### config.mk
export PLATFORM = sky130hd
export DESIGN_NAME = mc_ctrl_fsm
export DESIGN_NICKNAME = d
export VERILOG_FILES = /design/src/rtl/mc_ctrl_fsm.sv
export SDC_FILE = /design/constraint.sdc
export NUM_CORES = 1
export LEC_CHECK = 0
export CORE_ASPECT_RATIO = 0.75
export CORE_MARGIN = 2
export CORE_UTILIZATION = 38
export DETAILED_ROUTE_END_ITERATION = 12
export PLACE_DENSITY = 0.7
export SYNTH_ARGS = -nofsm -noshare
export SYNTH_HDL_FRONTEND = slang
export SYNTH_SLANG_ARGS = --single-unit
### constraint.sdc
create_clock -name clk -period 1.85 [get_ports clk]
set_input_delay 0.185 -clock clk [delete_from_list [all_inputs] [get_ports clk]]
set_output_delay 0.185 -clock clk [all_outputs]
set_load 0.01 [all_outputs]
### src/rtl/mc_ctrl_fsm.sv
// mc_ctrl_fsm: multi-cycle MIPS control sequencer (IF/ID/EX/MEM/WB).
// Drives the enables of the datapath registers, the regfile strobes and the memory strobes.
// The FSM advances on posedge clk. The datapath registers capture on negedge clk.
// Strobes are combinational from state, opcode/funct, zero and mem_ready.
// Optional feature macro: MC_PERF_CNT_EN adds the retired_cnt output and its counter.
module mc_ctrl_fsm #(
  parameter int CNT_W      = 32,
  parameter int MEM_TO_MAX = 255
) (
  input  logic       clk,
  input  logic       rst,
  input  logic [5:0] opcode,
  input  logic [5:0] funct,
  input  logic       zero,
  input  logic       mem_ready,
  output logic       pc_en,
  output logic [1:0] pc_src,
  output logic       ir_en,
  output logic       ab_en,
  output logic       alu_en,
  output logic [1:0] alu_op,
  output logic       alu_bsel,
  output logic       mdr_en,
  output logic       rf_we,
  output logic       rf_wsel,
  output logic       rf_dsel,
  output logic       mem_rd,
  output logic       mem_wr,
  output logic       instr_done,
  output logic       illegal,
  output logic       mem_timeout,
  output logic [2:0] state_o
`ifdef MC_PERF_CNT_EN
  ,
  output logic [CNT_W-1:0] retired_cnt
`endif
);

  typedef enum logic [2:0] {
    S_IF  = 3'd0,
    S_ID  = 3'd1,
    S_EX  = 3'd2,
    S_MEM = 3'd3,
    S_WB  = 3'd4
  } state_t;

  typedef enum logic [3:0] {
    OP_ADDU = 4'd0,
    OP_SUBU = 4'd1,
    OP_ORI  = 4'd2,
    OP_LUI  = 4'd3,
    OP_LW   = 4'd4,
    OP_SW   = 4'd5,
    OP_BEQ  = 4'd6,
    OP_J    = 4'd7,
    OP_ILL  = 4'd8
  } op_t;

  // Wait counter only needs to reach MEM_TO_MAX; a zero limit disables the timeout.
  localparam int             WCW    = (MEM_TO_MAX > 1) ? $clog2(MEM_TO_MAX + 1) : 1;
  localparam logic [WCW-1:0] TO_MAX = WCW'(MEM_TO_MAX);
  localparam logic           TO_ON  = (MEM_TO_MAX != 0);

  state_t         state, next_state;
  op_t            op;
  logic [WCW-1:0] wait_cnt;
  logic           mem_wait;

  logic       pc_en_s, ir_en_s, ab_en_s, alu_en_s, alu_bsel_s, mdr_en_s;
  logic       rf_we_s, rf_wsel_s, rf_dsel_s, mem_rd_s, mem_wr_s, instr_done_s, illegal_s;
  logic [1:0] pc_src_s, alu_op_s;

  // Instruction class decode from the IR opcode/funct fields.
  always_comb begin
    op = OP_ILL;
    case (opcode)
      6'b000000: begin
        case (funct)
          6'b100001: op = OP_ADDU;
          6'b100011: op = OP_SUBU;
          default:   op = OP_ILL;
        endcase
      end
      6'b001101: op = OP_ORI;
      6'b001111: op = OP_LUI;
      6'b100011: op = OP_LW;
      6'b101011: op = OP_SW;
      6'b000100: op = OP_BEQ;
      6'b000010: op = OP_J;
      default:   op = OP_ILL;
    endcase
  end

  // State register; reset aborts any instruction in flight.
  always_ff @(posedge clk or posedge rst) begin
    if (rst) begin
      state <= S_IF;
    end else begin
      state <= next_state;
    end
  end

  // Next-state and raw strobe generation for each state.
  always_comb begin
    next_state   = state;
    pc_en_s      = 1'b0;
    pc_src_s     = 2'd0;
    ir_en_s      = 1'b0;
    ab_en_s      = 1'b0;
    alu_en_s     = 1'b0;
    alu_op_s     = 2'd0;
    alu_bsel_s   = 1'b0;
    mdr_en_s     = 1'b0;
    rf_we_s      = 1'b0;
    rf_wsel_s    = 1'b0;
    rf_dsel_s    = 1'b0;
    mem_rd_s     = 1'b0;
    mem_wr_s     = 1'b0;
    instr_done_s = 1'b0;
    illegal_s    = 1'b0;
    case (state)
      S_IF: begin
        mem_rd_s = 1'b1;
        if (mem_ready) begin
          ir_en_s    = 1'b1;
          pc_en_s    = 1'b1;
          next_state = S_ID;
        end else begin
          next_state = S_IF;
        end
      end
      S_ID: begin
        ab_en_s = 1'b1;
        if (op == OP_ILL) begin
          illegal_s  = 1'b1;
          next_state = S_IF;
        end else begin
          next_state = S_EX;
        end
      end
      S_EX: begin
        alu_en_s = 1'b1;
        case (op)
          OP_ADDU: begin alu_op_s = 2'd0; next_state = S_WB; end
          OP_SUBU: begin alu_op_s = 2'd1; next_state = S_WB; end
          OP_ORI:  begin alu_op_s = 2'd2; alu_bsel_s = 1'b1; next_state = S_WB; end
          OP_LUI:  begin alu_op_s = 2'd3; alu_bsel_s = 1'b1; next_state = S_WB; end
          OP_LW, OP_SW: begin
            alu_op_s   = 2'd0;
            alu_bsel_s = 1'b1;
            next_state = S_MEM;
          end
          OP_BEQ: begin
            alu_op_s     = 2'd1;
            pc_en_s      = zero;
            pc_src_s     = 2'd1;
            instr_done_s = 1'b1;
            next_state   = S_IF;
          end
          OP_J: begin
            pc_en_s      = 1'b1;
            pc_src_s     = 2'd2;
            instr_done_s = 1'b1;
            next_state   = S_IF;
          end
          default: next_state = S_IF;
        endcase
      end
      S_MEM: begin
        if (op == OP_SW) begin
          mem_wr_s = 1'b1;
          if (mem_ready) begin
            instr_done_s = 1'b1;
            next_state   = S_IF;
          end else begin
            next_state = S_MEM;
          end
        end else begin
          mem_rd_s = 1'b1;
          if (mem_ready) begin
            mdr_en_s   = 1'b1;
            next_state = S_WB;
          end else begin
            next_state = S_MEM;
          end
        end
      end
      S_WB: begin
        rf_we_s      = 1'b1;
        rf_wsel_s    = (op == OP_ORI) || (op == OP_LUI) || (op == OP_LW);
        rf_dsel_s    = (op == OP_LW);
        instr_done_s = 1'b1;
        next_state   = S_IF;
      end
      default: next_state = S_IF;
    endcase
  end

  // Output stage: reset silences every strobe so nothing partial reaches the datapath.
  always_comb begin
    if (rst) begin
      pc_en      = 1'b0;
      pc_src     = 2'd0;
      ir_en      = 1'b0;
      ab_en      = 1'b0;
      alu_en     = 1'b0;
      alu_op     = 2'd0;
      alu_bsel   = 1'b0;
      mdr_en     = 1'b0;
      rf_we      = 1'b0;
      rf_wsel    = 1'b0;
      rf_dsel    = 1'b0;
      mem_rd     = 1'b0;
      mem_wr     = 1'b0;
      instr_done = 1'b0;
      illegal    = 1'b0;
    end else begin
      pc_en      = pc_en_s;
      pc_src     = pc_src_s;
      ir_en      = ir_en_s;
      ab_en      = ab_en_s;
      alu_en     = alu_en_s;
      alu_op     = alu_op_s;
      alu_bsel   = alu_bsel_s;
      mdr_en     = mdr_en_s;
      rf_we      = rf_we_s;
      rf_wsel    = rf_wsel_s;
      rf_dsel    = rf_dsel_s;
      mem_rd     = mem_rd_s;
      mem_wr     = mem_wr_s;
      instr_done = instr_done_s;
      illegal    = illegal_s;
    end
  end

  assign state_o  = state;
  assign mem_wait = ((state == S_IF) || (state == S_MEM)) && !mem_ready;

  // Memory wait counter (saturating) and sticky timeout flag; waiting itself never stops.
  always_ff @(posedge clk or posedge rst) begin
    if (rst) begin
      wait_cnt    <= '0;
      mem_timeout <= 1'b0;
    end else if (mem_wait && TO_ON) begin
      if (wait_cnt != TO_MAX) begin
        wait_cnt <= wait_cnt + WCW'(1);
      end else begin
        wait_cnt <= wait_cnt;
      end
      if (wait_cnt == (TO_MAX - WCW'(1))) begin
        mem_timeout <= 1'b1;
      end else begin
        mem_timeout <= mem_timeout;
      end
    end else begin
      wait_cnt    <= '0;
      mem_timeout <= mem_timeout;
    end
  end

`ifdef MC_PERF_CNT_EN
  // Retired-instruction counter; illegal instructions never raise instr_done.
  always_ff @(posedge clk or posedge rst) begin
    if (rst) begin
      retired_cnt <= '0;
    end else if (instr_done) begin
      retired_cnt <= retired_cnt + CNT_W'(1);
    end else begin
      retired_cnt <= retired_cnt;
    end
  end
`endif

endmodule

Word level (Yosys, flattened, before mapping)
Cells that the tools add are included.

$lt $le $gt $ge: 0. Shifts and indexed selects: 0. Muxes and demuxes: 52. Multipliers: 0. Equality and inequality tests: 23. Bitwise gates (word level): 0. Reduce and logical (&&, ||, !) cells: 14. Divide/modulo/power cells: 0. $add $sub $neg: 1.

Operator list (number): 2-to-1 mux 1 bit (32); one-hot mux 4 bit (7 select lines) (1); equality test 6 bit (second input constant) (4); equality test 4 x 3 -> 1 bit (second input constant) (4); 2-to-1 mux 8 bit (2); equality test 6 x 4 -> 1 bit (second input constant) (2); 2-to-1 mux 2 bit (6); one-hot mux 3 bit (4 select lines) (1); adder 8 x 1 -> 8 bit (second input constant) (1); equality test 4 x 2 -> 1 bit (second input constant) (2); equality test 8 bit (second input constant) (1); inequality test 8 bit (second input constant) (1); one-hot mux 4 bit (2 select lines) (1); OR reduction 4 bit (2); equality test 3 x 2 -> 1 bit (second input constant) (2); equality test 6 x 2 -> 1 bit (second input constant) (1); equality test 6 x 3 -> 1 bit (second input constant) (1); logical NOT 6 bit (1); 2-to-1 mux 3 bit (2); one-hot mux 1 bit (2 select lines) (3); one-hot mux 2 bit (3 select lines) (1); one-hot mux 3 bit (2 select lines) (1); OR reduction 2 bit (3); equality test 4 x 1 -> 1 bit (second input constant) (1); 12 further kinds (14).

Bits in latches: 0. Input bits: 16. Memories kept: 0. Output and inout bits: 21. Bits in registers: 12. ROM bits: 0. Bits in writable memories: 0. Word-level logic and storage cells: 93.

Depth between registers and ports, before layout
Gate-level depths: netlist of the first run.

Depth in word-level cells: 8. Depth in mapped cells: 6. Depth with buffers taken out: 5.

Worst setup path after synthesis of the first run
OpenSTA, ideal clock, no wires.

Path kind: input -> output. Start: in opcode[3]. End: out alu_op[0]. Path slack: 0.132 ns. Stages on the path: 5. Required time: 1.665 ns. Arrival: 1.533 ns. Cell sequence: clkbuf_1 -> or4_1 -> a311oi_1 -> a31o_2 -> mux2i_1.

Cells in the longest elaborated chain, start to end: 7. Elaborated cells between the ends (all ways): 16. Those cells by class: 10 x eq/ne; 4 x mux; 2 x reduce/logical.

RTL lines: start: declaration (RTL line 12) `input logic [5:0] opcode,`; equality test 6 x 2 -> 1 bit (tied with other cells) (RTL line 76) `case (opcode)`; one-hot mux 4 bit (7 select lines) (*) (RTL line 76); equality test 4 x 1 -> 1 bit / equality test 4 x 3 -> 1 bit (equally long branches) (RTL line 143) `case (op)`; OR reduction 2 bit (no line); one-hot mux 2 bit (3 select lines) (*) (RTL line 143); 2-to-1 mux 2 bit (*) (RTL line 121) `case (state)`; 2-to-1 mux 2 bit (*) (RTL line 201) `if (rst) begin`; end: declaration (RTL line 21) `output logic [1:0] alu_op,`.

Every way passes the cells marked *; elsewhere a longest branch is shown, timed or not.

Worst setup path in the final report of the first run
Start: in opcode[5]. End: out alu_op[0].

Same word-level chain as after synthesis.

==> results.ini, run 1 <==
[worst_setup_path]
crit_fanout=4
cp_cell_sequence=buf_8, or4_4, a311oi_4, a31o_4, buf_6, mux2i_1, buf_2
timing.rr.start=state_o[1]
end_kind=output port
cp_data_required_time_ns=1.66
cp_num_buf_inv=3
crit_path_max_incr_delay_ns=0.55
rrSetupSlack_ns=0.26
start_kind=input port
crit_family=simple AND/OR/NAND/NOR gates
worstSetupPathType=in -> out
rr_worst_depth=4
critPathSlowestCell=or4_4
cp.arrival_ns=1.76
worst_r2r_endpoint=state_o[2]

[clock_network]
clock_latency_ns=0.28
path_clk_slew_ns=0.07
cts_buffers=3
cts_buffer_depth=2
clkSinkCount=12
htree_num_levels=1
cts_tree=built
cts_root_buf=clkbuf_4

[sta]
fin_crit_ns=1.95
timing.hold.ws_ns=0.464
setup_viol=2
finalWorstSetupSlack_ns=-0.0965
final_max_slew_viol_count=0
finalCritPeriodShare_pct=105
skew_ns=0.00665
tightestPinTransition_ns=0.665
max_freq_mhz=514
hold_viol=0
slew_headroom_pct=54.5
grt_setup_unrepaired=yes

[yosys]
postSynthCellCount=123
yosys.area.top_type=dfrtp_1
synth_edf_count=0
avgSynthCellArea_um2=8.24
synth.cell_area_mm2=0.00101
synthesis.nets=141
synth_common_cells=nor2_1, dfrtp_1, nand3_1
synth_top_area_share_pct=29.6
ys_warn_count=0
synth-main-ff-cell=dfrtp_1
synth_area_leaders=dfrtp_1, nor2_1, nor2b_1, nand3_1, inv_1
synth-async-reset-ratio_pct=100
yosysUniqueCellTypes=45
ys_ff_latch=12
synth.most_common_cell=nor2_1
ys_seq_area_share_pct=29.6

[global_route]
grt_max_degree=12
grt_overflow=0
grt_first_pass_wirelength_um=5660
track_usage_pct=23.0
antenna_found_initial=0
grt_pass1_vias=1200

[route]
wl_per_cell_um=14.9
ant_nets=0
totalWireLength_um=3480
drcViolationCount=0
dr.pass1.iters=5
drtIter0Drc=61
via_per_inst=5.56
vias=1302

[die]
die_w_um=63.6
chipHeight_um=48.7
rows=16
dieArea_mm2=0.00310
core_mm2=0.00256
initial_utilization_pct=39.6
ios=37

[power_and_ir_drop]
vdd_drop_max_v=0.000383
power_density_mw_per_mm2=397
power_leakage_nw=0.874
power.total_mw=0.719

[worst_hold_path]
min_path_type=reg -> reg
hold_end=mem_timeout
holdPathStages=1
hold_start=mem_timeout

[final_layout]
syn2layout_area_growth_pct=78.6
fin_area_mm2=0.00181
antenna_cells=0
nets=217
multiInputGateArea_um2=779
drive_gt1_share_pct=39.4
regArea_um2=300
fillers=232

[run_status]
status=finished with violations
violations=negative setup slack

[placement]
pre_cts_slack_ns=-0.924
routabilityCongestion=0.879
port_buffers=36
post_dp_cell_area_mm2=0.00165
hpwl_um=2510

[run]
drv_cap=0

[worst max-delay path by stage]
stage | start | end | slack (ns) | cells past startpoint
2_1_floorplan | opcode[3] | alu_op[0] | 0.13 | 5
3_5_place_dp | opcode[5] | alu_op[0] | -0.92 | 6
3_3_place_gp | opcode[5] | alu_op[0] | -0.83 | 6
6_report | opcode[5] | alu_op[0] | -0.1 | 7
4_1_cts | opcode[5] | alu_op[0] | -0.07 | 8
5_1_grt | opcode[5] | alu_op[0] | -0.12 | 7
[repair_timing]
item / CTS / global route
pin swaps: 12 / 3
hold buffers: 0 / 0
setup endpoints to repair: 17 / 9
buffers inserted: 5 / 1
gates resized for setup: 83 / 12
[cell usage in the layout (no fill, tap or decap), types with 3 or more instances in the layout]
master	synthesis	layout
buf_4	0	38
nor2_1	15	13
clkdlybuf4s50_1	0	13
dfrtp_1	12	12
buf_2	0	9
dlygate4sd2_1	0	8
nand3_1	8	7
inv_1	7	7
buf_6	1	6
nor2b_1	7	5
and3_1	4	4
a31oi_1	4	4
nand2_1	4	4
a21oi_1	4	4
xnor2_1	3	3
nand4_1	3	3
clkbuf_4	0	3
[power breakdown]
group          internal (mW)  switching, mW  leakage [nW]  total (mW)
combinational          0.123          0.105         0.689       0.228
sequential             0.270         0.0101         0.165       0.280
clock                  0.120         0.0906        0.0210       0.210
[state kept, by name (all words and copies together), names as in the netlist]
name         count
wait_cnt         8
mem_timeout      1
state_o          3
[layout make-up]
type,instances,area share [%]
well taps,36,2.49
flip-flops and latches,12,16.6
clock buffers,4,2.00
inverters,7,1.45
repair buffers,76,34.4
multi-input cells,99,43.1
[through the flow]
step	std cells	setup TNS, ns	utilization (%)
final	234	-0.117	70.7
after global routing	234	-0.195	70.7
after CTS	233	-0.0666	68.5
after detailed placement	224	-8.81	64.3
after global placement	224	-8.21	64.3
after floorplan	123	0	-
[metal layers]
metal | GRT usage (%) | routed length (µm)
met5 | 0 | 0
met4 | 6.52 | 36
met3 | 5.58 | 190
met2 | 34.2 | 1670
met1 | 33.0 | 1580
[kinds of logic (layout without fill, tap and decap cells)]
logic type	Yosys count	in the layout	share of synthesized area (%)
buffers and inverters	12	87	5.19
flip-flops	12	12	29.6
AND/OR/NAND/NOR	60	60	33.8
XOR/XNOR	5	5	4.32
AO/OA/AOI/OAI	31	31	23.6
adder cells (fa/ha/maj)	2	2	2.47
multiplexers	1	1	0.988
Note: power is estimated with default switching activity, not from simulation.
==> run 2, diff against run 1 <==
--- a/config.mk
+++ b/config.mk
@@ -10,6 +10,7 @@
 export CORE_UTILIZATION = 38
 export DETAILED_ROUTE_END_ITERATION = 12
 export PLACE_DENSITY = 0.7
+export SLEW_MARGIN = 20
 export SYNTH_ARGS = -nofsm -noshare
 export SYNTH_HDL_FRONTEND = slang
 export SYNTH_SLANG_ARGS = --single-unit
==> results of run 2 <==
No change in the layout: final DEF, timing and power equal those of run 1.
==> run 3, diff against run 2 <==
--- a/config.mk
+++ b/config.mk
@@ -7,9 +7,9 @@
 export LEC_CHECK = 0
 export CORE_ASPECT_RATIO = 0.75
 export CORE_MARGIN = 2
-export CORE_UTILIZATION = 38
+export CORE_UTILIZATION = 44
 export DETAILED_ROUTE_END_ITERATION = 12
-export PLACE_DENSITY = 0.7
+export PLACE_DENSITY = 0.79
 export SLEW_MARGIN = 20
 export SYNTH_ARGS = -nofsm -noshare
 export SYNTH_HDL_FRONTEND = slang
==> run 3 against run 2 <==
The flow still finishes with violations (negative setup slack). Combinational power decreased by 4%. Final cell count decreased by 5.6%. Design area down 5.3%. Hold slack better by 0.0077 ns. Sequential power is essentially flat. Power is 0.89% lower. Fmax increased by 3.7%. Clock skew down 0.0017 ns. Largest cell class unchanged. Highest routed layer unchanged. Register-to-register slack got worse by 0.04 ns.
==> results.ini, run 3 (synthesis gave the netlist of run 1 again) <==
[run_status]
status=finished with violations
violations=negative setup slack

[worst_setup_path]
end_kind=output port
start_kind=input port
cp_num_buf_inv=2
critPathSlowestCell=or4_1
crit_family=simple AND/OR/NAND/NOR gates
worstSetupPathType=in -> out
crit_fanout=2
cp_data_required_time_ns=1.66
crit_path_max_incr_delay_ns=0.52
cp_cell_sequence=dlygate4sd2_1, or4_1, a21o_1, a2111o_1, mux2i_1, buf_2
cp.arrival_ns=1.69

[placement]
port_buffers=36
routabilityCongestion=0.944
pre_cts_slack_ns=-0.841
dp_cells=211
hpwl_um=2620

[sta]
setup_viol=1
hold_viol=0
slew_headroom_pct=65.2
finalWorstSetupSlack_ns=-0.0277
fin_crit_ns=1.88
final_max_slew_viol_count=0
max_freq_mhz=533
finalCritPeriodShare_pct=101
tightestPinTransition_ns=0.520
grt_setup_unrepaired=yes
finalSetupTns_ns=-0.0277
skew_ns=0.00490

[power_and_ir_drop]
power_density_mw_per_mm2=415
power_leakage_nw=0.841
vdd_drop_max_v=0.000356
power.total_mw=0.712

[route]
dr.pass1.iters=4
vias=1285
drcViolationCount=0
drtIter0Drc=84
wl_per_cell_um=15.9
ant_nets=0
totalWireLength_um=3510
via_per_inst=5.81

[global_route]
use_met1_pct=35.1
grt_pass1_vias=1229
grt_first_pass_wirelength_um=5540
grt_max_degree=12
antenna_found_initial=0
grt_overflow=0
busiest_layer=met2
track_usage_pct=27.2
gr-usage-met3_pct=6.53
grt_util_met2_pct=46.4

[final_layout]
syn2layout_area_growth_pct=69.3
largest_reg_flops=8
antenna_cells=0
drive_gt1_share_pct=36.7
regMostFlops=wait_cnt
fin_cells=221
finalCoreUtilization_pct=76.8
nets=215
final_common_cell=buf_4
final_cell_mix=buf_4, nor2_1, clkdlybuf4s50_1, dfrtp_1, dlygate4sd2_1

[worst_hold_path]
min_path_type=in -> async

[die]
core_mm2=0.00223
initial_utilization_pct=45.4
ios=37
chipHeight_um=45.6
die_w_um=59.4
dieArea_mm2=0.00271
rows=15

[clock_network]
clock_latency_ns=0.28
cts_buffers=3
cts_buffer_depth=2
cts_root_buf=clkbuf_4
htree_num_levels=1
path_clk_slew_ns=0.08
cts_tree=built
clkSinkCount=12
cts-hold-fix-buffers=0

[run]
drv_cap=0

[run 3: cell count changes in the layout (fill, tap and decap cells not counted), sizes merged]
cell	previous run	this run
buf	54	49
clkbuf	4	6
clkdlybuf4s15	1	0
dlygate4sd2	8	10
[run 3: routing by layer]
layer | vias up | share of wire (%) | routed length (µm)
li1 | 618 | - | -
met2 | 42 | 50 | 1770
met3 | 6 | 4.2 | 149
met4 | 0 | 1.1 | 38
met1 | 619 | 44 | 1560
met5 | - | 0 | 0
[run 3: report_power, final]
group | internal, mW | switching, mW | leakage (nW)
combinational | 0.116 | 0.103 | 0.656
sequential | 0.270 | 0.00850 | 0.165
clock | 0.120 | 0.0952 | 0.0210
[run 3: per-stage QoR]
stage / hold slack [ns] / cell area [µm²]
6_report: 0.472 / 1720
2_1_floorplan: 0.0663 / 1010
5_1_grt: 0.497 / 1720
3_5_place_dp: 0.458 / 1620
3_3_place_gp: 0.474 / 1620
4_1_cts: 0.460 / 1720
[run 3: what timing repair did]
| action | in CTS | in global routing |
|---|---|---|
| setup buffers | 6 | 0 |
| gates resized for setup | 68 | 14 |
| cloned | 0 | 0 |
| setup endpoints to repair | 17 | 11 |
| pin swaps | 8 | 4 |
[run 3: layout make-up]
cell class / instances / area, µm²
clock buffers: 4 / 36.3
well taps: 25 / 31.3
fillers: 162 / 518
inverters: 7 / 26.3
flip-flops and latches: 12 / 300
repair buffers: 74 / 598
multi-input cells: 99 / 723
[run 3: final timing paths]
check | startpoint | to | slack (ns) | cells after the start
max | opcode[1] | alu_op[0] | -0.03 | 6
min reg2reg | mem_timeout | mem_timeout | 0.49 | 1
min in group clk | mem_timeout | mem_timeout | 0.49 | 1
max in group asynchronous | rst | state_o[2] | 1.22 | 5
min | rst | mem_timeout | 0.47 | 4
max reg2reg | state_o[2] | state_o[2] | 0.22 | 6
[run 3: worst min-delay path: cells and delay by family]
kind | cells | cell delay, ns
buffers and inverters | 4 | 0.91
==> patch, RTL diff (flow settings as in run 1) <==
Put one more register stage on the output `mem_timeout`, without a reset. The value now appears one clock later. The other outputs are not delayed to match.
--- a/src/rtl/mc_ctrl_fsm.sv
+++ b/src/rtl/mc_ctrl_fsm.sv
@@ -62,4 +62,6 @@
   localparam logic           TO_ON  = (MEM_TO_MAX != 0);
 
+  logic mem_timeout_s0;
+
   state_t         state, next_state;
   op_t            op;
@@ -241,5 +243,5 @@
     if (rst) begin
       wait_cnt    <= '0;
-      mem_timeout <= 1'b0;
+      mem_timeout_s0 <= 1'b0;
     end else if (mem_wait && TO_ON) begin
       if (wait_cnt != TO_MAX) begin
@@ -249,11 +251,11 @@
       end
       if (wait_cnt == (TO_MAX - WCW'(1))) begin
-        mem_timeout <= 1'b1;
+        mem_timeout_s0 <= 1'b1;
       end else begin
-        mem_timeout <= mem_timeout;
+        mem_timeout_s0 <= mem_timeout_s0;
       end
     end else begin
       wait_cnt    <= '0;
-      mem_timeout <= mem_timeout;
+      mem_timeout_s0 <= mem_timeout_s0;
     end
   end
@@ -272,4 +274,8 @@
 `endif
 
+  always_ff @(posedge clk) begin
+    mem_timeout <= mem_timeout_s0;
+  end
+
 endmodule
 
Function: same outputs for any inputs over 10 cycles, from zero or initial values and one cycle with rst high; that may be too few to reach the edited logic, so the function may still have changed.
==> patch against run 1 <==
  * The flow still finishes with violations (setup timing)
  * Design area is 7.9% higher
  * Sequential cell count is 1 higher
  * Synthesized area is 3.2% higher
  * Largest power group unchanged
  * Setup slack better by 0.020 ns
  * Combinational power is 15% higher
  * Non-clock buffer count is 6 higher
  * Power is 14% higher
  * Critical path depth is 1 higher
  * Routed wire length is 9.5% higher
==> patch: results <==
metrics = {
    "finish": {
        "final_cell_area_sq_um": 1950,
        "n_all_buffers": 82,
        "multi_input_area_share_pct": 43.7,
        "nFillCells": 187,
        "buffer_area_share_pct": 33.8,
        "clk_share_pct": 2.31,
        "drive_gt1_share_pct": 49.0,
        "multi_input_cells": 102,
    },
    "detailed_routing": {
        "wl_met1_microns": 1610,
        "met2WireLength_microns": 1900,
        "route.met3.wl_microns": 202,
        "routed_wl_microns": 3810,
        "wire_per_inst_microns": 15.6,
        "drtIter0Drc": 90,
        "dr.pass1.iters": 4,
        "vias_per_cell": 5.36,
    },
    "pwr": {
        "irDropWorstVdd_mv": 0.308,
        "leakage_nw": 0.900,
    },
    "critical_path": {
        "arrival_ns": 1.74,
        "cp_max_fo": 4,
    },
    "sta": {
        "setup_slack_ns": -0.0768,
        "finalSetupViolations": 4,
        "relSlewSlack_pct": 69.4,
        "fin_setup_tns_ns": -0.141,
    },
    "place": {
        "gp_congestion": 0.786,
        "preCtsSetupSlack_ns": -0.775,
        "place_area_sq_um": 1680,
        "placed_cells": 228,
        "place_hpwl_microns": 2610,
    },
    "cts": {
        "clk_pin_slew_ns": 0.05,
        "clock_sinks": 13,
        "insertion_delay_ns": 0.24,
        "ctsRootBufferMaster": "clkbuf_8",
    },
    "yosys": {
        "syn_avg_cell_area_sq_um": 8.30,
        "synth_common_cells": "nand2_1 (15), dfrtp_1 (12), nor2_1 (12), inv_1 (7), nor3_1 (7)",
        "synth_cell_types": 44,
        "yosysSeqAreaShare_pct": 30.6,
        "synth_mux_area_share_pct": 0,
        "synthXorXnorAreaFrac_pct": 5.02,
        "synth-compound-area-share_pct": 20.3,
        "synth_top_cells_by_area": "dfrtp_1 (29%), nand2_1 (5.4%), nor2_1 (4.3%)",
        "synth_nets": 144,
        "synthAdderAreaFrac_pct": 2.39,
    },
    "global_routing": {
        "met1_usage_pct": 33.1,
        "grt_pass1_wl_microns": 6510,
        "grt_usage_pct": 26.6,
        "grt_util_met2_pct": 46.9,
        "grt_max_degree": 13,
        "grt_pass1_vias": 1376,
        "gr-total-overflow": 0,
        "use_met3_pct": 4.39,
    },
    "run_status": {
        "violations": "setup timing",
        "status": "finished with violations",
    },
    "min_path": {
        "hp-class": "reg -> reg",
    },
    "floorplan": {
        "die_x_microns": 64.6,
    },
}
[patch: timing repair]
action                                  in CTS  in global routing
pin swaps                                   12                  9
gates resized for setup                    104                 14
endpoints found under the setup margin      17                 11
setup buffers                               10                  2
[patch: power breakdown]
group          internal [mW]  switching (mW)
clock network          0.152           0.102
registers              0.294          0.0106
logic                  0.139           0.123
[patch: final timing paths]
check / cells after the start / startpoint / end / slack [ns]
setup / recovery: 8 / opcode[3] / alu_op[0] / -0.08
hold / removal: 0 / mem_timeout_s0 / mem_timeout / 0.39
setup reg to reg: 5 / state_o[0] / wait_cnt[6] / 0.10
hold reg to reg: 0 / mem_timeout_s0 / mem_timeout / 0.39
max in group asynchronous: 3 / rst / state_o[1] / 1.01
min in group asynchronous: 3 / rst / wait_cnt[4] / 0.50
[patch: critical path, cell delays in order]
cell,delay [ns]
buf_6,0.10
buf_6,0.11
or3_4,0.38
o211ai_1,0.37
a2bb2oi_4,0.13
buf_6,0.14
o31ai_2,0.17
buf_2,0.16
